### config.mk
export PLATFORM = sky130hd
export DESIGN_NAME = sprite_fifo
export DESIGN_NICKNAME = d
export VERILOG_FILES = /design/src/rtl/ppu_pkg.sv /design/src/rtl/sprite_slot.sv /design/src/rtl/sprite_fifo.sv
export SDC_FILE = /design/constraint.sdc
export NUM_CORES = 1
export LEC_CHECK = 0
export ABC_AREA = 1
export CAP_MARGIN = 20
export CORE_MARGIN = 2
export CORE_UTILIZATION = 35
export DETAILED_ROUTE_END_ITERATION = 10
export PLACE_DENSITY_LB_ADDON = 0.08
export SLEW_MARGIN = 20
export SYNTH_ARGS = -nofsm -noshare
export SYNTH_HDL_FRONTEND = slang
export SYNTH_SLANG_ARGS = --single-unit
### constraint.sdc
create_clock -name PCLK -period 2.1 [get_ports PCLK]
set_input_delay 0.315 -clock PCLK [delete_from_list [all_inputs] [get_ports PCLK]]
set_output_delay 0.315 -clock PCLK [all_outputs]
set_load 0.005 [all_outputs]
### src/rtl/ppu_pkg.sv
// Shared sprite-pipeline constants, attribute bit map and pixel type.
// Latency: n/a (declarations only).
// Backpressure: n/a.
package ppu_pkg;

  localparam int SLOTS  = 8;
  localparam int XW     = 8;
  localparam int SLOT_W = $clog2(SLOTS);

  // Attribute byte layout as delivered on the fetch bus.
  localparam int PAL_LSB   = 0;
  localparam int PRIO_BIT  = 5;
  localparam int HFLIP_BIT = 6;

  // Sprite pixel presented to the PPU mux: {palette[1:0], pat_h, pat_l}.
  typedef logic [3:0] zcol_t;

  // Mirror a pattern byte for horizontally flipped sprites.
  function automatic logic [7:0] rev8(input logic [7:0] d);
    logic [7:0] r;
    for (int i = 0; i < 8; i++) r[i] = d[7-i];
    return r;
  endfunction

endpackage

### src/rtl/sprite_slot.sv
// One sprite slot: X down-counter, attribute latch and pattern shifters.
// Latency: loads and shifts land on the next PCLK edge; pixel output is combinational.
// Backpressure: none; any load to this slot freezes its pixel advance for that clock.
module sprite_slot #(
  parameter int XW = 8
) (
  input  logic          clk,
  input  logic          rst_n,
  input  logic          vis,
  input  logic          ld_x,
  input  logic          ld_attr,
  input  logic          ld_patl,
  input  logic          ld_path,
  input  logic [7:0]    pd,
  output logic [1:0]    pix,
  output logic [1:0]    pal,
  output logic          prio
);
  import ppu_pkg::*;

  logic [XW-1:0] xcnt;
  logic          hflip;
  logic [7:0]    shl;
  logic [7:0]    shh;

  // Loads take precedence over pixel advance; strobes arrive already prioritised.
  always_ff @(posedge clk or negedge rst_n) begin
    if (!rst_n) begin
      xcnt  <= '0;
      pal   <= 2'b00;
      prio  <= 1'b0;
      hflip <= 1'b0;
      shl   <= 8'h00;
      shh   <= 8'h00;
    end else if (ld_x) begin
      xcnt <= XW'(pd);
    end else if (ld_attr) begin
      pal   <= pd[PAL_LSB +: 2];
      prio  <= pd[PRIO_BIT];
      hflip <= pd[HFLIP_BIT];
    end else if (ld_patl) begin
      shl <= hflip ? rev8(pd) : pd;
    end else if (ld_path) begin
      shh <= hflip ? rev8(pd) : pd;
    end else if (vis) begin
      if (xcnt != '0) begin
        xcnt <= xcnt - XW'(1);
      end else begin
        shl <= {shl[6:0], 1'b0};
        shh <= {shh[6:0], 1'b0};
      end
    end
  end

  // Slot is only visible once its X counter has run out.
  always_comb begin
    pix = 2'b00;
    if (xcnt == '0) pix = {shh[7], shl[7]};
  end

endmodule

### src/rtl/sprite_fifo.sv
// Sprite output pipeline: SLOTS slots, lowest-index opaque slot wins. Optional CLIP input under SPR_CLIP_EN.
// Latency: 1 PCLK from the VIS edge exposing a pixel to ZCOL/ZPRIO/SPR0_HIT.
// Backpressure: none; outputs hold while VIS is low.
module sprite_fifo #(
  parameter int SLOTS = ppu_pkg::SLOTS,
  parameter int XW    = ppu_pkg::XW
) (
  input  logic       PCLK,
  input  logic       n_RES,
  input  logic       VIS,
  input  logic [2:0] SLOT,
  input  logic       LD_X,
  input  logic       LD_ATTR,
  input  logic       LD_PATL,
  input  logic       LD_PATH,
  input  logic [7:0] PD,
  input  logic       SPR0_IN,
  output logic [3:0] ZCOL,
  output logic       ZPRIO,
  output logic       SPR0_HIT
`ifdef SPR_CLIP_EN
  ,
  input  logic       CLIP
`endif
);
  import ppu_pkg::*;

  // One strobe per clock wins: X > ATTR > PATL > PATH.
  logic st_x, st_attr, st_patl, st_path;
  assign st_x    = LD_X;
  assign st_attr = LD_ATTR & ~LD_X;
  assign st_patl = LD_PATL & ~LD_X & ~LD_ATTR;
  assign st_path = LD_PATH & ~LD_X & ~LD_ATTR & ~LD_PATL;

  logic [1:0] pix  [SLOTS];
  logic [1:0] pal  [SLOTS];
  logic       prio [SLOTS];
  logic       s0;

  for (genvar i = 0; i < SLOTS; i++) begin : g_slot
    logic sel;
    assign sel = (SLOT == 3'(i));
    sprite_slot #(.XW(XW)) u_slot (
      .clk     (PCLK),
      .rst_n   (n_RES),
      .vis     (VIS),
      .ld_x    (sel & st_x),
      .ld_attr (sel & st_attr),
      .ld_patl (sel & st_patl),
      .ld_path (sel & st_path),
      .pd      (PD),
      .pix     (pix[i]),
      .pal     (pal[i]),
      .prio    (prio[i])
    );
  end

  // Sprite-0 marker travels with the slot-0 attribute load.
  always_ff @(posedge PCLK or negedge n_RES) begin
    if (!n_RES) s0 <= 1'b0;
    else if (st_attr && SLOT == 3'd0) s0 <= SPR0_IN;
  end

  // Priority encoder: scan high to low so the lowest opaque index is written last.
  zcol_t win_col;
  logic  win_prio;
  logic  win_hit;
  always_comb begin
    win_col  = '0;
    win_prio = 1'b0;
    win_hit  = 1'b0;
    for (int i = SLOTS - 1; i >= 0; i--) begin
      if (pix[i] != 2'b00) begin
        win_col  = {pal[i], pix[i]};
        win_prio = prio[i];
        win_hit  = (i == 0) && s0;
      end
    end
  end

  logic mask;
`ifdef SPR_CLIP_EN
  assign mask = CLIP;
`else
  assign mask = 1'b0;
`endif

  // Output registers sample pre-shift slot state on each visible pixel.
  always_ff @(posedge PCLK or negedge n_RES) begin
    if (!n_RES) begin
      ZCOL     <= 4'h0;
      ZPRIO    <= 1'b0;
      SPR0_HIT <= 1'b0;
    end else if (VIS) begin
      ZCOL     <= mask ? 4'h0 : win_col;
      ZPRIO    <= win_prio & ~mask;
      SPR0_HIT <= win_hit & ~mask;
    end
  end

endmodule

==> impl_metrics.env <==
export IMPL_status="complete, no violations"
export IMPL_area_growth_pct=27.4
export IMPL_reg2reg_slack_ns=0.05
export IMPL_combPwrFrac=0.333
export IMPL_skew_ns=0.0173
export IMPL_clkTransAtPathRegs_ns=0.06
export IMPL_min_period_over_period=0.978
export IMPL_irDropWorstVdd_uv=871
export IMPL_yosysMostFrequentCell="nand2_1"
export IMPL_cts_tree="built"
export IMPL_cts_root_buf="clkbuf_16"
export IMPL_dp_cells=2345
export IMPL_p_sw_frac=0.353
export IMPL_n_antenna_cell=0
export IMPL_drtIter0Drc=590
export IMPL_yosysSeqAreaShare=0.444
export IMPL_cts_buffer_depth=3
export IMPL_antenna_left=0
export IMPL_setup_worst_path_end="g_slot[0].u_slot.shl[6]"
export IMPL_via_per_inst=5.03
export IMPL_timing_rr_start="g_slot[0].u_slot.xcnt[0]"
export IMPL_fmax_ghz=0.487
export IMPL_yosysTopAreaCell="dfrtp_1"
export IMPL_crit_required_ns=2.60
export IMPL_switching_power_mw=6.59
export IMPL_reg2reg_depth=13
export IMPL_crit_start="g_slot[0].u_slot.xcnt[0]"
export IMPL_seq_power_share=0.399
export IMPL_clockPowerShare=0.268
export IMPL_hold_class="in2async"
export IMPL_cts_buffers=29
export IMPL_num_io_pins=25
export IMPL_die_area_um2=38800
export IMPL_worst_pin_slew_ns=0.587
export IMPL_grt_antenna_before_repair=1
export IMPL_coreArea_um2=36600
export IMPL_setup_violations=0
export IMPL_final_cell_count_no_fill=2409
export IMPL_arrival_ns=2.56
export IMPL_grt_usage=0.210
export IMPL_grt_pass1_wl_um=64300
export IMPL_synth_seq_cells=231
export IMPL_grt_pass1_vias=11600
export IMPL_p_leak_nw=7.76
export IMPL_rsz0062_at_grt="yes"
export IMPL_wl_per_cell_um=16.6
export IMPL_regToRegEndpoint="g_slot[0].u_slot.shl[6]"
export IMPL_drive_gt1_frac=0.185
export IMPL_clkLatencyLatePin_ns=0.57
export IMPL_die_width_um=197
export IMPL_synth_area_um2=13000
export IMPL_synth_top_area_share=0.444
export IMPL_io_buffers=24
export IMPL_synth_main_ff_cell="dfrtp_1"
export IMPL_routed_wl_um=40100
export IMPL_power_total_mw=18.7
export IMPL_synthDistinctLibCells=46
export IMPL_die_h_um=197
export IMPL_synth_area_top_cells="dfrtp_1 44%, nand2_1 12%, o21ai_0 10%"
export IMPL_async_reset_ff_frac=1.00
export IMPL_ys_top_cells_by_count="424 x nand2_1, 273 x o21ai_0, 231 x dfrtp_1"
export IMPL_yosys_warnings=0
export IMPL_fin_crit_ns=2.05
export IMPL_avgSynthCellArea_um2=7.52
export IMPL_synthCells=1731
export IMPL_intPower_mw=12.1
export IMPL_first_pass_iters=5
export IMPL_cts_sinks=231
export IMPL_worstSetupEndpointType="register"
export IMPL_num_rows=70
export IMPL_hpwl_um=27400
export IMPL_p_per_area_nw_per_um2=1120
export IMPL_cts_htree_levels=1
export IMPL_nNetsFinal=1955
export IMPL_gp_congestion=0.808
export IMPL_timing_final_hold_violations=0
export IMPL_start_util=0.356
export IMPL_startpoint_type="register"
export IMPL_crit_type="reg2reg"
export IMPL_synth_edff_count=0
export IMPL_worst_hold_slack_ns=0.178
export IMPL_vias=12100
export IMPL_grt_max_degree=61
export IMPL_relSlewSlack=0.609
export IMPL_final_max_slew_violation_count=0
export IMPL_drc=0
export IMPL_crit_fanout=8
export IMPL_cap_viol_max_count=0
export IMPL_grt_overflow=0
export IMPL_synth_nets=1765
## flip-flops by register name, summed over array words and instances, names as in the netlist
signal / flops
g_slot.u_slot.shh: 64
g_slot.u_slot.prio: 8
ZCOL: 4
g_slot.u_slot.shl: 64
g_slot.u_slot.hflip: 8
g_slot.u_slot.pal: 16
ZPRIO: 1
s0: 1
g_slot.u_slot.xcnt: 64
SPR0_HIT: 1
## stage by stage
| step | TNS (ns) | utilization | setup WS [ns] | instance area, um^2 |
|---|---|---|---|---|
| CTS | 0 | 0.446 | 0.00120 | 16300 |
| global route | -0.933 | 0.453 | -0.0827 | 16600 |
| global placement | -48.35 | 0.418 | -0.426 | 15300 |
| detailed placement | -51.27 | 0.418 | -0.485 | 15300 |
| finish | 0 | 0.453 | 0.0470 | 16600 |
| floorplan | 0 | - | 0.168 | 13000 |
## power groups by stage
stage | Combinational, mW | Sequential [mW] | Clock (mW)
floorplan | 4.10 | 7.16 | 0
global placement | 5.73 | 7.42 | 0
detailed placement | 5.84 | 7.44 | 0
CTS | 5.98 | 7.40 | 5.13
global route | 7.22 | 7.68 | 5.30
finish | 6.22 | 7.44 | 5.00
## layout by cell type (no fill, tap or decap), types with 15 or more instances in the layout
master / count
nand2_1: 414
o21ai_0: 253
dfrtp_1: 231
inv_1: 211
buf_4: 180
nor2_1: 116
o211ai_1: 100
a21oi_1: 39
nand3_1: 34
a31oi_1: 34
o21ai_1: 31
clkbuf_16: 29
inv_2: 26
buf_12: 26
clkdlybuf4s50_1: 23
o22ai_1: 15
## cell type report
class                   count  area (um^2)
clock buffers              44          842
flip-flops and latches    231         5780
multi-input cells        1184         6230
fillers                  3714        20000
inverters                 241          913
repair inverters            1         7.51
repair buffers            233         2150
clock inverters             7         88.8
well taps                 468          586
## worst max-delay path, cell delays in order (launching register included)
cell and delay [ns]:
dfrtp_1 0.38, inv_2 0.08, ha_4 0.14, inv_2 0.04, nor3_4 0.13, nand2_1 0.09, nor2_1 0.12, nand2_2 0.09
nor2_4 0.16, nand4_1 0.16, a21oi_4 0.26, buf_12 0.15, o211ai_1 0.08, o21ai_1 0.08
## logic make-up (layout without fill, tap and decap cells)
logic type,Yosys count,count (layout),share of synthesized area
simple gates,645,645,0.208
fa+ha+maj,15,15,0.0144
compound gates,511,511,0.229
xor+xnor,13,13,0.00874
flops,231,231,0.444
buf+inv,316,526,0.0958
## how the worst min path moves through the flow
stage	start	end	slack, ns
after detailed placement	n_RES	g_slot[0].u_slot.shl[3]	0.18
after global placement	n_RES	g_slot[0].u_slot.shl[3]	0.18
after global routing	n_RES	g_slot[0].u_slot.shl[3]	0.18
after CTS	n_RES	g_slot[0].u_slot.hflip	0.16
final	n_RES	g_slot[0].u_slot.shl[3]	0.18
after floorplan	n_RES	SPR0_HIT	0.02
## per-layer routing
layer / GRT usage / wire, um / share of wire / vias to the layer above
met5: 0 / 0 / 0 / -
met4: 0.0401 / 703 / 0.018 / 0
met3: 0.0281 / 1680 / 0.042 / 50
met2: 0.347 / 18300 / 0.46 / 206
met1: 0.296 / 19400 / 0.48 / 5737
li1: - / - / - / 6119
## what timing repair did
item                                    in CTS  in global routing
pin swaps                                    3                 14
endpoints found under the setup margin      28                 48
buffers inserted                             3                  9
resized for setup                           15                 80
hold buffers                                 1                  0
endpoints found under the hold margin      231                  0
cloned                                       1                  1
Note: power is estimated with default switching activity, not from simulation.
